<file path="src/rtl/pwm_peripheral.sv">
// pwm_peripheral
//
// Drives 16 output pins from the SPI configuration registers. Each pin is
// held low, held high, or follows a shared 8-bit PWM waveform. The waveform
// comes from a clock prescaler feeding a free-running period counter, which
// is compared against the duty-cycle value.
//
// Optional build macro: PWM_DUTY_SHADOW_EN
//   defined   - the compare uses a shadow copy of the duty value that loads
//               only at the 255->0 wrap, so duty writes take effect at the
//               next period boundary
//   undefined - the compare uses pwm_duty_cycle directly
//
// Parameters
//   CLK_DIV : system clocks per counter tick (1..65535)
//   CNT_W   : period counter width, fixed at 8
//
// Ports
//   clk             in   system clock
//   rst_n           in   asynchronous active-low reset
//   en_reg_out_7_0  in   output enable, pins 7..0
//   en_reg_out_15_8 in   output enable, pins 15..8
//   en_reg_pwm_7_0  in   PWM mode select, pins 7..0
//   en_reg_pwm_15_8 in   PWM mode select, pins 15..8
//   pwm_duty_cycle  in   duty value 0x00..0xFF
//   out             out  registered pin drive
//   period_start    out  one-clock pulse on the edge the counter wraps to 0

module pwm_peripheral #(
    parameter int CLK_DIV = 3000,
    parameter int CNT_W   = 8
) (
    input  logic        clk,
    input  logic        rst_n,
    input  logic [7:0]  en_reg_out_7_0,
    input  logic [7:0]  en_reg_out_15_8,
    input  logic [7:0]  en_reg_pwm_7_0,
    input  logic [7:0]  en_reg_pwm_15_8,
    input  logic [7:0]  pwm_duty_cycle,
    output logic [15:0] out,
    output logic        period_start
);

    localparam logic [15:0] PRESCALE_LAST = 16'(CLK_DIV - 1);

    logic [15:0]      r_prescaler;
    logic [CNT_W-1:0] r_counter;
    logic [15:0]      r_out;
    logic             r_period_start;

    logic             w_tick;
    logic             w_wrap;
    logic [CNT_W-1:0] w_duty;
    logic             w_pwm_high;
    logic [15:0]      w_en_out;
    logic [15:0]      w_en_pwm;
    logic [15:0]      w_out_next;

    assign w_tick   = (r_prescaler == PRESCALE_LAST);
    assign w_wrap   = w_tick && (r_counter == {CNT_W{1'b1}});
    assign w_en_out = {en_reg_out_15_8, en_reg_out_7_0};
    assign w_en_pwm = {en_reg_pwm_15_8, en_reg_pwm_7_0};

    // Prescaler: counts 0..CLK_DIV-1; with CLK_DIV=1 it stays at 0 and
    // w_tick is asserted on every clock.
    always_ff @(posedge clk or negedge rst_n) begin
        if (!rst_n) begin
            r_prescaler <= '0;
        end else if (w_tick) begin
            r_prescaler <= '0;
        end else begin
            r_prescaler <= r_prescaler + 16'd1;
        end
    end

    // Period counter advances once per tick and wraps naturally 255->0,
    // giving a period of exactly 256*CLK_DIV clocks.
    always_ff @(posedge clk or negedge rst_n) begin
        if (!rst_n) begin
            r_counter <= '0;
        end else if (w_tick) begin
            r_counter <= r_counter + 1'b1;
        end
    end

`ifdef PWM_DUTY_SHADOW_EN
    logic [CNT_W-1:0] r_duty_shadow;

    // Shadow duty loads only at the wrap so each period is generated from a
    // single duty value (no runt or stretched pulses on a mid-period write).
    always_ff @(posedge clk or negedge rst_n) begin
        if (!rst_n) begin
            r_duty_shadow <= '0;
        end else if (w_wrap) begin
            r_duty_shadow <= pwm_duty_cycle;
        end
    end

    assign w_duty = r_duty_shadow;
`else
    assign w_duty = pwm_duty_cycle;
`endif

    // Full-scale duty is forced high so there is no one-tick low gap at 255.
    assign w_pwm_high = (w_duty == {CNT_W{1'b1}}) || (r_counter < w_duty);

    // Pin select: disabled pins low, enabled static pins high, PWM pins
    // follow the shared waveform.
    always_comb begin
        w_out_next = w_en_out & (~w_en_pwm | {16{w_pwm_high}});
    end

    // Output and period_start are flops so pin changes are glitch-free and
    // land exactly one clock after the inputs or counter that caused them.
    always_ff @(posedge clk or negedge rst_n) begin
        if (!rst_n) begin
            r_out          <= '0;
            r_period_start <= 1'b0;
        end else begin
            r_out          <= w_out_next;
            r_period_start <= w_wrap;
        end
    end

    assign out          = r_out;
    assign period_start = r_period_start;

endmodule

</file>
<file path="config.mk">
export PLATFORM = sky130hd
export DESIGN_NAME = pwm_peripheral
export DESIGN_NICKNAME = d
export VERILOG_FILES = /design/src/rtl/pwm_peripheral.sv
export SDC_FILE = /design/constraint.sdc
export NUM_CORES = 1
export LEC_CHECK = 0
export CAP_MARGIN = 20
export CELL_PAD_IN_SITES_DETAIL_PLACEMENT = 1
export CELL_PAD_IN_SITES_GLOBAL_PLACEMENT = 1
export CORE_MARGIN = 3
export CORE_UTILIZATION = 38
export CTS_CLUSTER_DIAMETER = 200
export DETAILED_ROUTE_END_ITERATION = 6
export GPL_ROUTABILITY_DRIVEN = 0
export HOLD_SLACK_MARGIN = 0.1
export PLACE_DENSITY_LB_ADDON = 0.1
export SKIP_LAST_GASP = 1
export SYNTH_ARGS = -nofsm -noshare
export SYNTH_HDL_FRONTEND = slang
export SYNTH_SLANG_ARGS = --single-unit
</file>
<file path="constraint.sdc">
create_clock -name clk -period 3.2 [get_ports clk]
set_clock_uncertainty 0.15 [all_clocks]
set_input_delay 0.32 -clock clk [delete_from_list [all_inputs] [get_ports clk]]
set_output_delay 0.32 -clock clk [all_outputs]
set_load 0.01 [all_outputs]
</file>
==> summary.txt <==
Min path
  – HP Class: flip-flop to flip-flop
  – Hold Path Origin: r_prescaler[0]
  – Hold Path Stages: 1
  – Worst Hold Path EP: r_prescaler[0]

Yosys
  – Syn nets: 213
  – Number of synthesized register bits: 41
  – Register area share after synthesis: 54.0%
  – Mapped Area: 0.00190 sq mm
  – Synth cell types: 34
  – Syn Area/Cell: 11.7 sq um
  – Synth Instances: 162
  – Ys Warns: 0

Timing
  – Part of the cycle the worst path needs: 70.4%
  – Setup TNS: 0 ps
  – Max_slew headroom: 39.8%
  – Slew Viols, Final: 0
  – Worst-Margin Slew: 904 ps
  – Final WS setup: 948 ps
  – Final hold violations: 0
  – Minimum clock period: 2250 ps
  – Max Freq: 444 MHz
  – # setup viols final: 0
  – RSZ-0062 raised after global routing: false

Floorplan
  – DIE AREA: 0.00588 sq mm
  – Initial Util: 39.7%
  – Width of the die: 76.7 um
  – Core ar.: 0.00479 sq mm
  – # rows: 25
  – I/O Pins: 59
  – Die Ht: 76.7 um

Flow run
  – Max-cap violations: 0

Setup path
  – Reg2reg setup slack: 950 ps
  – CP endpoint kind: flip-flop
  – CP arrival: 2280 ps
  – Crit Path Class: flip-flop to flip-flop
  – CP Max Fanout: 13
  – R2R cell count: 4
  – CP startpoint kind: flip-flop
  – RR Startpoint: r_prescaler[13]
  – Critical Path RT: 3230 ps
  – R2R Path End: r_counter[1]

Routing
  – WL/cell: 15.8 um
  – Total Wirelength: 4670 um
  – Via count: 1471
  – Vias per cell: 4.99
  – First-pass DRT Iterations: 4
  – Iter 0 DRT Violations: 29
  – DRT antenna net count: 0
  – DRC violation count after routing: 0

Layout
  – Final core occ: 55.3%
  – N_diodes: 0
  – Final nets: 278
  – Design Area, Final: 0.00265 sq mm
  – Fin cells: 295
  – Share of layout cells above drive strength 1: 7.46%
  – Area growth, synth to finish: 39.4%

Power and ir drop
  – Power per cell area: 362 mW/mm^2
  – IR drop worst, VDD: 0.288 mV
  – Leakage: 1.20 nW

CTS
  – Worst-skew pair later-pin latency: 290 ps
  – Root buffer cell: clkbuf_8
  – Clock input transition at the sequential cells of the worst setup and hold paths: 80 ps
  – CTS tree: done
  – # clock sinks: 41
  – # H-tree levels: 2
  – Clock tree buffer depth: 2
  – # resized after CTS: 0
  – Num CTS Buffers: 5

Placement
  – Placed insts: 286
  – Post-DP Area: 0.00255 sq mm
  – Dpl ws: 790 ps
  – Post-DP HPWL: 3700 um
  – I/O Buffers: 58

Run status
  – Status: completed

GRT
  – Gr usage total: 17.2%
  – Largest net degree at the start of global routing: 42
  – GRT overflow: 0
  – Initial antenna violation count: 0
  – Vias in the first global route: 1660
  – First-pass GRT wire length: 8020 um
==> layer usage <==
metal	routed length (um)	up-vias	global-route usage, %
li1	-	699	-
met2	2660	31	32.7
met3	177	7	4.11
met4	79	0	5.80
met5	0	-	0
met1	1760	734	18.4
==> worst max-delay path by stage <==
stage                      start            to  slack, ps  depth (start not counted)
4_1_cts          r_prescaler[13]  r_counter[1]        940                          4
5_1_grt          r_prescaler[13]  r_counter[1]        810                          4
3_5_place_dp   pwm_duty_cycle[6]        out[7]        790                          8
3_3_place_gp   pwm_duty_cycle[1]       out[14]        910                          7
6_report         r_prescaler[13]  r_counter[1]        950                          4
2_1_floorplan       r_counter[6]       out[10]       1150                          6
==> layout make-up <==
cell class,instances,area [sq um]
fillers,509,2140
flip-flops and latches,41,1030
multi-input cells,109,821
repair buffers,61,601
well taps,67,83.8
clock buffers,6,72.6
inverters,9,33.8
clock inverters,2,10.0
==> power breakdown <==
group          switching (mW)  internal (mW)  total [mW]
Clock                   0.173          0.151       0.324
Sequential            0.00307          0.528       0.531
Combinational          0.0349         0.0690       0.104
Total                   0.211          0.748       0.959
==> worst max-delay path, cell delays in order, from the launching register on <==
cell and delay, ps:
dfrtp_1 430, or4b_1 600, nor4_4 340, buf_4 280, mux2_2 350
==> cells by family after synthesis <==
| family | synth area share [%] |
|---|---|
| buffers and inverters | 2.77 |
| multiplexers | 1.12 |
| adder cells (fa/ha/maj) | 5.93 |
| AND/OR/NAND/NOR | 16.8 |
| XOR/XNOR | 9.55 |
| AO/OA/AOI/OAI | 9.82 |
| flip-flops | 54.0 |
==> cells in the mapped netlist, drive strengths merged <==
master / number / area [sq um]
a2111oi: 1 / 8.76
a211o: 1 / 8.76
a21boi: 16 / 120
a21o: 1 / 7.51
a21oi: 2 / 10.0
a41o: 1 / 10.0
and3: 4 / 25.0
and4: 2 / 17.5
buf: 1 / 11.3
clkbuf: 2 / 7.51
dfrtp: 41 / 1030
ha: 9 / 113
inv: 9 / 33.8
mux2: 1 / 11.3
mux2i: 1 / 10.0
nand2: 6 / 32.5
nand2b: 2 / 12.5
nand3: 7 / 35.0
nand4: 11 / 68.8
nor2: 13 / 48.8
nor2b: 2 / 12.5
nor3: 1 / 5.00
nor4: 4 / 40.0
o21a: 1 / 7.51
o21ai: 1 / 5.00
o32ai: 1 / 8.76
or4: 1 / 11.3
or4b: 1 / 10.0
xnor2: 14 / 138
xor2: 5 / 43.8
==> sequential cells by signal, summed over array words and instances (netlist names) <==
register      count
r_counter         8
out              16
period_start      1
r_prescaler      16
==> layout by cell type, fill, tap and decap left out, types with 2 or more instances in the layout <==
| cell type | netlist | final |
|---|---|---|
| xor2_1 | 5 | 5 |
| a21boi_0 | 16 | 16 |
| nor2_1 | 13 | 13 |
| and4_1 | 2 | 2 |
| and3_1 | 4 | 4 |
| clkinv_2 | 0 | 2 |
| clkbuf_8 | 0 | 5 |
| ha_1 | 9 | 9 |
| inv_1 | 9 | 9 |
| nor2b_1 | 2 | 2 |
| nand2b_1 | 2 | 2 |
| xnor2_2 | 2 | 2 |
| dfrtp_1 | 41 | 41 |
| a21oi_1 | 2 | 2 |
| clkdlybuf4s50_1 | 0 | 57 |
| xnor2_1 | 12 | 12 |
| nor4_1 | 3 | 3 |
| buf_4 | 0 | 2 |
| nand3_1 | 7 | 7 |
| nand2_1 | 4 | 4 |
| nand4_1 | 11 | 11 |
==> per-stage QoR <==
stage                     total power, mW  hold WS [ps]
after global placement              0.643           325
after floorplan                     0.560          -126
final                               0.959           349
after CTS                           0.970           350
after detailed placement            0.647           336
after global routing                 1.00           376
==> repair_timing <==
item / in CTS / in global routing
endpoints found under the setup margin: 0 / 0
endpoints found under the hold margin: 41 / 0
setup buffers: 0 / 0
hold buffers: 1 / 0
No activity file was read; power rests on OpenSTA's default activity.
